## src/rtl/montacargas_pkg.sv

```systemverilog
// Shared definitions for the freight-elevator (montacargas) controller:
// supervisor state encoding, floor encoding and the idle-counter period.
package montacargas_pkg;

    // Idle-return supervisor states
    typedef enum logic [1:0] {
        INACTIVO = 2'd0,   // car busy, at base, or not yet idle
        CONTANDO = 2'd1,   // idle away from base, idle counter running
        PIDIENDO = 2'd2,   // return-to-floor-1 request held toward main controller
        VIAJANDO = 2'd3    // return trip accepted and in progress
    } estado_t;

    // Floor encoding (floor N is encoded as N-1)
    localparam logic [1:0] PISO_1 = 2'd0;
    localparam logic [1:0] PISO_2 = 2'd1;
    localparam logic [1:0] PISO_3 = 2'd2;
    localparam logic [1:0] PISO_4 = 2'd3;

    // Base floor the car returns to when left idle
    localparam logic [1:0] PISO_BASE = PISO_1;

    // Idle counter period: 60 s at 150 Hz
    localparam logic [13:0] DIVISOR_DEF = 14'd9000;

    // Car is idle away from the base floor: stopped, door shut, no calls pending
    function automatic logic es_ocioso(
        input logic       en_mov,
        input logic       puerta,
        input logic [3:0] sol,
        input logic [1:0] piso,
        input logic [1:0] base
    );
        return !en_mov && !puerta && (sol == 4'b0000) && (piso != base);
    endfunction

endpackage

```

## src/rtl/supervisor_retorno_piso1_contador_saturado.sv

```systemverilog
// Saturating up-counter with enable and synchronous active-low clear.
// Used to tally completed returns to the base floor.
module contador_saturado #(
    parameter int W = 8
) (
    input  logic         i_clk,
    input  logic         i_clr_n,
    input  logic         i_en,
    output logic [W-1:0] o_cuenta
);

    localparam logic [W-1:0] MAXIMO = '1;

    logic [W-1:0] r_cuenta;

    // Count enabled events, sticking at the maximum instead of wrapping
    always_ff @(posedge i_clk) begin
        if (!i_clr_n) begin
            r_cuenta <= '0;
        end else if (i_en && (r_cuenta != MAXIMO)) begin
            r_cuenta <= r_cuenta + W'(1);
        end
    end

    assign o_cuenta = r_cuenta;

endmodule

```

## src/rtl/supervisor_retorno_piso1.sv

```systemverilog
// Idle-return supervisor. Enables the external 1-minute idle counter while the
// car sits idle away from floor 1, raises a return request on terminal count,
// and follows the return trip until the car is stopped at floor 1.
//
// Handshake with the main controller: pedidoPiso1 is a level held high for as
// long as the FSM is in PIDIENDO; ackPedido is a one-cycle pulse that is only
// honoured while pedidoPiso1 is high and is ignored in every other state. A
// pending call (solicitudes != 0) withdraws the request unless ack arrives on
// the same edge, in which case ack wins.
module supervisor_retorno_piso1 #(
    parameter logic [13:0] DIVISOR   = montacargas_pkg::DIVISOR_DEF,
    parameter logic [1:0]  PISO_BASE = montacargas_pkg::PISO_BASE
) (
    input  logic                     clockInt_150Hz,
    input  logic                     resetN,
    input  logic [1:0]               pisoActual,
    input  logic                     enMovimiento,
    input  logic                     puertaAbierta,
    input  logic [3:0]               solicitudes,
    input  logic [13:0]              cuenta,
    input  logic                     ackPedido,
    output logic                     iniciaCuenta,
    output logic                     pedidoPiso1,
    output logic                     retornoActivo,
    output logic [7:0]               retornos,
    output montacargas_pkg::estado_t estadoDbg
);

    import montacargas_pkg::*;

    localparam logic [13:0] TERMINAL = DIVISOR - 14'd1;

    estado_t r_estado;
    estado_t w_estado_sig;
    logic    r_inicia_cuenta;
    logic    r_pedido;
    logic    r_retorno_activo;

    logic    w_ocioso;
    logic    w_hay_llamada;
    logic    w_llegada;
    logic    w_fin_cuenta;
    logic    w_incrementa;

    assign w_ocioso      = es_ocioso(enMovimiento, puertaAbierta, solicitudes,
                                     pisoActual, PISO_BASE);
    assign w_hay_llamada = (solicitudes != 4'b0000);
    assign w_llegada     = (pisoActual == PISO_BASE) && !enMovimiento;
    assign w_fin_cuenta  = (cuenta == TERMINAL);

    // Next-state decision; priorities: loss of idle over terminal count,
    // ack over cancel, arrival over cancel
    always_comb begin
        w_estado_sig = r_estado;
        case (r_estado)
            INACTIVO: begin
                if (w_ocioso) w_estado_sig = CONTANDO;
            end
            CONTANDO: begin
                if (!w_ocioso)         w_estado_sig = INACTIVO;
                else if (w_fin_cuenta) w_estado_sig = PIDIENDO;
            end
            PIDIENDO: begin
                if (ackPedido)          w_estado_sig = VIAJANDO;
                else if (w_hay_llamada) w_estado_sig = INACTIVO;
            end
            VIAJANDO: begin
                if (w_llegada)          w_estado_sig = INACTIVO;
                else if (w_hay_llamada) w_estado_sig = INACTIVO;
            end
            default: w_estado_sig = INACTIVO;
        endcase
    end

    // State register with Moore outputs registered from the state being entered
    always_ff @(posedge clockInt_150Hz) begin
        if (!resetN) begin
            r_estado         <= INACTIVO;
            r_inicia_cuenta  <= 1'b0;
            r_pedido         <= 1'b0;
            r_retorno_activo <= 1'b0;
        end else begin
            r_estado         <= w_estado_sig;
            r_inicia_cuenta  <= (w_estado_sig == CONTANDO);
            r_pedido         <= (w_estado_sig == PIDIENDO);
            r_retorno_activo <= (w_estado_sig == VIAJANDO);
        end
    end

    // A return completes on the edge the car is seen stopped at the base floor
    assign w_incrementa = (r_estado == VIAJANDO) && w_llegada;

    contador_saturado #(
        .W (8)
    ) u_retornos (
        .i_clk    (clockInt_150Hz),
        .i_clr_n  (resetN),
        .i_en     (w_incrementa),
        .o_cuenta (retornos)
    );

    assign iniciaCuenta  = r_inicia_cuenta;
    assign pedidoPiso1   = r_pedido;
    assign retornoActivo = r_retorno_activo;
    assign estadoDbg     = r_estado;

endmodule

```

## config.mk

```make
export PLATFORM = sky130hd
export DESIGN_NAME = supervisor_retorno_piso1
export DESIGN_NICKNAME = d
export VERILOG_FILES = /design/src/rtl/montacargas_pkg.sv /design/src/rtl/supervisor_retorno_piso1_contador_saturado.sv /design/src/rtl/supervisor_retorno_piso1.sv
export SDC_FILE = /design/constraint.sdc
export NUM_CORES = 1
export LEC_CHECK = 0
export CAP_MARGIN = 25
export CORE_AREA = 3 3 46 48
export CTS_CLUSTER_DIAMETER = 200
export DETAILED_ROUTE_END_ITERATION = 10
export DIE_AREA = 0 0 49 51
export PLACE_DENSITY = 0.76
export SLEW_MARGIN = 20
export SYNTH_ARGS = -nofsm -noshare
export SYNTH_HDL_FRONTEND = slang
export SYNTH_SLANG_ARGS = --single-unit
```

## constraint.sdc

```tcl
create_clock -name clockInt_150Hz -period 2 [get_ports clockInt_150Hz]
set_input_delay 0.3 -clock clockInt_150Hz [delete_from_list [all_inputs] [get_ports clockInt_150Hz]]
set_output_delay 0.3 -clock clockInt_150Hz [all_outputs]
set_load 0.1 [all_outputs]
```

==> metrics.yaml, run 1 <==
placed_area_sq_um: 1020
via_count: 725
max_freq_mhz: 576
cp.arrival_ns: 1.94
htree_levels: 1
drt_pass1_iterations: 4
initial_utilization_pct: 36.3
drive_gt1_share_pct: 26.1
io_buffers: 37
rows: 15
gp_congestion: 0.812
netlist_instances: 68
critPathRequiredTime_ns: 2.21
layout_setup_ws_ns: 0.265
synth_cell_type_count: 29
rsz0062_at_grt: "false"
diodes: 0
fin_skew_ns: 0.00701
routed_wl_um: 1670
cts_resized: 0
post-cts-setup-buffer-count: 0
grt_usage_pct: 14.4
grt_max_degree: 10
cts_made_buffers: 3
regArea_sq_um: 268
critPathKind: "input pin to register"
power_density_nw_per_um2: 465
dp_hpwl_um: 1360
max_cap_viol_count: 0
ios: 38
endpoint_kind: "register"
clk_path_buf_depth: 2
n_fill_cell: 161
synth-seq-cells: 13
slew_viol_final: 0
fin_nets: 138
status: "finished, final reports clean"
tightest_slew_ns: 0.336
initialDrtViolationCount: 15
syn_area_sq_um: 633
path_max_fanout: 8
clkSinkCount: 13
r2r_cells: 5
finalSetupViolCount: 0
viasPerCell: 5.33
cts_root_buffer: "clkbuf_4"
r2r-end: "u_retornos.o_cuenta[5]"
holdBufCountCts: 0
slew_headroom_pct: 77.4
antenna_found_initial: 0
core_sq_um: 1750
syn_to_final_growth_pct: 65.4
fin_crit_ns: 1.74
finalCritPeriodShare_pct: 86.8
p_leak_nw: 0.395
grt_pass1_vias: 678
hold_depth: 2
dp.cells: 132
peakVddDrop_mv: 0.216
reg2reg_slack_ns: 0.44
syn_nets: 94
hold_viol: 0
ys_warn_count: 0
holdWs_ns: 0.500
min_to: "u_retornos.o_cuenta[5]"
critPathLaunch: "pisoActual[1]"
hp-start: "u_retornos.o_cuenta[5]"
detail-route-antenna-nets: 0
fin_area_sq_um: 1050
grt_remaining_overflow: 0
cts_tree: "done"
rr_startpoint: "u_retornos.o_cuenta[0]"
drc: 0
avgSynthCellArea_sq_um: 9.31
hp-class: "register to register"
dieWidth_um: 49
wire_per_inst_um: 12.3
fp.dieArea_sq_um: 2500
fin_cells: 136
grt_pass1_wl_um: 2760
pre_cts_ws_ns: -0.0275
clk_pin_slew_ns: 0.07
clock_latency_ns: 0.28
synth-seq-area-share_pct: 41.1
fp.dieH_um: 51
startpoint_type: "input pin"
multi_input_area_sq_um: 354
-- critical path, cell delays in order --
cell and delay (ns):
clkdlybuf4s50_1 0.49, nor4b_4 0.30, o211ai_2 0.20, or4_1 0.50, a21oi_1 0.15
-- layout by cell type, fill, tap and decap left out --
| cell | count |
|---|---|
| nand4_1 | 2 |
| and2_1 | 1 |
| clkbuf_4 | 3 |
| a21oi_1 | 7 |
| or3_2 | 1 |
| dfxtp_1 | 7 |
| inv_1 | 1 |
| clkdlybuf4s50_1 | 24 |
| xor2_1 | 1 |
| and4_1 | 1 |
| ha_1 | 1 |
| o211ai_1 | 1 |
| o21ai_0 | 3 |
| o211ai_2 | 1 |
| nor3_1 | 3 |
| buf_4 | 16 |
| o31ai_1 | 4 |
| dfxtp_2 | 6 |
| nor2b_1 | 3 |
| mux2i_1 | 1 |
| o21a_1 | 1 |
| clkinv_1 | 1 |
| nand2_1 | 3 |
| nor4b_4 | 1 |
| nor4_1 | 1 |
| nor4bb_1 | 2 |
| nor2_1 | 3 |
| clkbuf_1 | 1 |
| or3_1 | 2 |
| or4_1 | 3 |
| nand3_1 | 4 |
| or4b_2 | 1 |
| o2111ai_1 | 1 |
-- area by class of cell --
cell class / instances / share of cell area [%]
clock buffer: 4 / 2.51
inverter: 2 / 0.717
multi-input combinational: 52 / 33.8
sequential: 13 / 25.6
tap: 25 / 2.99
timing repair buffer: 40 / 34.4
-- sequential cells by signal, indices dropped and copies added (netlist names) --
signal	flops
pedidoPiso1	1
estadoDbg	2
u_retornos.o_cuenta	8
retornoActivo	1
iniciaCuenta	1
-- report_power, final --
| part | switching (mW) | total, mW | internal (mW) |
|---|---|---|---|
| registers | 0.000179 | 0.259 | 0.259 |
| logic | 0.0170 | 0.0635 | 0.0466 |
| clock network | 0.0872 | 0.165 | 0.0775 |
| total | 0.104 | 0.487 | 0.383 |
-- metrics by stage --
step | util (%) | setup TNS [ns] | total power [mW]
finish | 60.0 | 0 | 0.487
CTS | 60.0 | 0 | 0.492
floorplan | - | 0 | 0.274
global route | 60.0 | 0 | 0.512
detailed placement | 58.5 | -0.0537 | 0.329
global placement | 58.5 | 0 | 0.327
-- layer usage --
layer	global-route usage (%)	part of all wire [%]	vias to the layer above
met5	0	0	-
met4	10.9	2.6	0
met3	3.50	9.6	5
met2	24.7	48	43
met1	15.3	40	326
li1	-	-	351
-- cell usage after synthesis --
cell type  number  share of area, %
dfxtp_1        13                41
a21oi_1         7               5.5
nand3_1         4               3.2
o31ai_1         4               4.7
nand2_1         3               1.8
nor2_1          3               1.8
nor2b_1         3               3.0
nor3_1          3               2.4
o21ai_0         3               2.4
or4_1           3               3.6
nand4_1         2               2.0
nor4bb_1        2               3.2
or3_1           2               2.0
and2_1          1              0.99
and4_1          1               1.4
buf_6           1               1.8
clkinv_1        1              0.59
ha_1            1               2.0
inv_1           1              0.59
mux2i_1         1               1.6
nor4_1          1              0.99
nor4b_4         1               3.8
o2111ai_1       1               1.4
o211ai_1        1               1.2
o211ai_2        1               2.0
o21a_1          1               1.2
or3_2           1               1.2
or4b_2          1               1.6
xor2_1          1               1.4
-- kinds of logic (layout without fill, tap and decap cells) --
family,Yosys count,after routing,share of synthesized area (%)
simple gates,31,31,32.6
compound gates,18,18,18.4
flops,13,13,41.1
buf+inv,3,46,2.96
fa+ha+maj,1,1,1.98
xor+xnor,1,1,1.38
mux,1,1,1.58
-- worst max-delay path by stage --
stage	endpoint	slack (ns)	cells after the start
after global placement	u_retornos.o_cuenta[7]	0.04	5
after detailed placement	u_retornos.o_cuenta[2]	-0.03	6
after CTS	u_retornos.o_cuenta[5]	0.28	5
after floorplan	u_retornos.o_cuenta[1]	0.03	5
after global routing	u_retornos.o_cuenta[5]	0.16	5
final	u_retornos.o_cuenta[5]	0.26	5
Power figures use the tool's default switching activity.
==> run 2, diff against run 1 <==
- CORE_AREA: 3 3 46 48 -> 2 2 45 47
- DIE_AREA: 0 0 49 51 -> 0 0 47 49
- PLACE_DENSITY: 0.76 -> default
- PLACE_DENSITY_LB_ADDON: default -> 0.05
==> metrics.yaml, run 2 (synthesized netlist as in run 1, its figures left out) <==
fin_nets: 140  # was 138
drt_pass1_iterations: 5  # was 4
cts_resized: 0  # unchanged
gp_congestion: 0.804  # was 0.812
grt_remaining_overflow: 0  # unchanged
antenna_found_initial: 0  # unchanged
initial_utilization_pct: 34.4  # was 36.3%
holdBufCountCts: 0  # unchanged
fp.dieArea_sq_um: 2300  # was 2500 sq um
layout_common_cells: "clkdlybuf4s50_1 (24), buf_4 (18), a21oi_1 (7), dfxtp_1 (7), dfxtp_2 (6)"  # was clkdlybuf4s50_1 (24), buf_4 (16), a21oi_1 (7), dfxtp_1 (7), dfxtp_2 (6)
hp-class: "register to register"  # unchanged
finalSetupViolCount: 0  # unchanged
clk_pin_slew_ns: 0.08  # was 0.07 ns
cts_made_buffers: 3  # unchanged
fp.dieH_um: 49  # was 51 um
drc: 0  # unchanged
viasPerCell: 5.16  # was 5.33
grt_pass1_wl_um: 2690  # was 2760 um
rows: 16  # was 15
core_sq_um: 1840  # was 1750 sq um
diodes: 0  # unchanged
ios: 38  # unchanged
dp.cells: 136  # was 132
holdWs_ns: 0.495  # was 0.500 ns
startpoint_type: "input pin"  # unchanged
tns_ns: 0  # unchanged
routed_wl_um: 1580  # was 1670 um
dieWidth_um: 47  # was 49 um
htree_levels: 1  # unchanged
detail-route-antenna-nets: 0  # unchanged
grt_usage_pct: 15.7  # was 14.4%
max_freq_mhz: 562  # was 576 MHz
slew_headroom_pct: 72.9  # was 77.4%
dp_hpwl_um: 1300  # was 1360 um
cp.arrival_ns: 1.98  # was 1.94 ns
layout_setup_ws_ns: 0.222  # was 0.265 ns
max_cap_viol_count: 0  # unchanged
largest_register_ffs: 8  # unchanged
peakVddDrop_mv: 0.224  # was 0.216 mV
clock_latency_ns: 0.27  # was 0.28 ns
slew_viol_final: 0  # unchanged
hold_viol: 0  # unchanged
syn_to_final_growth_pct: 68.2  # was 65.4%
layout_commonest_cell: "clkdlybuf4s50_1"  # unchanged
finalCritPeriodShare_pct: 88.9  # was 86.8%
grt_pass1_vias: 683  # was 678
fin_skew_ns: 0.00252  # was 0.00701 ns
p_leak_nw: 0.403  # was 0.395 nW
post-cts-setup-buffer-count: 0  # unchanged
io_buffers: 37  # unchanged
n_fill_cell: 180  # was 161
path_max_fanout: 11  # was 8
cts_tree: "done"  # unchanged
endpoint_kind: "register"  # unchanged
fin_crit_ns: 1.78  # was 1.74 ns
drive_gt1_share_pct: 27.4  # was 26.1%
grt_max_degree: 12  # was 10
pre_cts_ws_ns: -0.0635  # was -0.0275 ns
rsz0062_at_grt: "false"  # unchanged
fin_cells: 140  # was 136
via_count: 722  # was 725
tightest_slew_ns: 0.406  # was 0.336 ns
critPathRequiredTime_ns: 2.20  # was 2.21 ns
critPathKind: "input pin to register"  # unchanged
clk_path_buf_depth: 2  # unchanged
power_density_nw_per_um2: 453  # was 465 nW/um^2
clkSinkCount: 13  # unchanged
initialDrtViolationCount: 9  # was 15
cts_root_buffer: "clkbuf_4"  # unchanged
status: "finished, final reports clean"  # unchanged
wire_per_inst_um: 11.3  # was 12.3 um
run 2: cell type report:
cell class / instances / area [sq um] / share of cell area (%)
inverters: 2 / 7.51 / 0.705
multi-input cells: 52 / 354 / 33.3
repair buffers: 42 / 375 / 35.3
well taps: 27 / 33.8 / 3.17
flip-flops and latches: 13 / 268 / 25.1
clock buffers: 4 / 26.3 / 2.47
run 2: final timing paths:
path	startpoint	endpoint	slack (ns)	cells after the start
setup / recovery	pisoActual[1]	u_retornos.o_cuenta[7]	0.22	5
hold / removal	u_retornos.o_cuenta[5]	u_retornos.o_cuenta[5]	0.50	2
setup reg to reg	u_retornos.o_cuenta[0]	u_retornos.o_cuenta[7]	0.37	5
hold reg to reg	u_retornos.o_cuenta[5]	u_retornos.o_cuenta[5]	0.50	2
run 2: layer usage:
layer	vias to the layer above	share of wire, %	track usage (%)
li1	352	-	-
met1	332	45	19.8
met2	38	46	24.2
met3	0	9.5	5.19
met4	0	0	6.02
met5	-	0	0
run 2: metrics by stage:
step	util, %	cell area, sq um	power [mW]
2_1_floorplan	-	641	0.274
3_3_place_gp	56.4	1040	0.327
3_5_place_dp	56.4	1040	0.329
4_1_cts	57.8	1060	0.489
5_1_grt	57.8	1060	0.505
6_report	57.8	1060	0.482
run 2: power by group:
| group | leakage [nW] | total [mW] | internal, mW | switching [mW] |
|---|---|---|---|---|
| combinational | 0.280 | 0.0634 | 0.0466 | 0.0168 |
| sequential | 0.108 | 0.259 | 0.259 | 0.000189 |
| clock | 0.0150 | 0.160 | 0.0771 | 0.0828 |
| total | 0.403 | 0.482 | 0.382 | 0.0998 |
run 2: worst max-delay path: stages:
cell,delay (ns)
clkdlybuf4s50_1,0.47
nor4b_4,0.30
o211ai_2,0.24
or4_1,0.51
a21oi_1,0.16
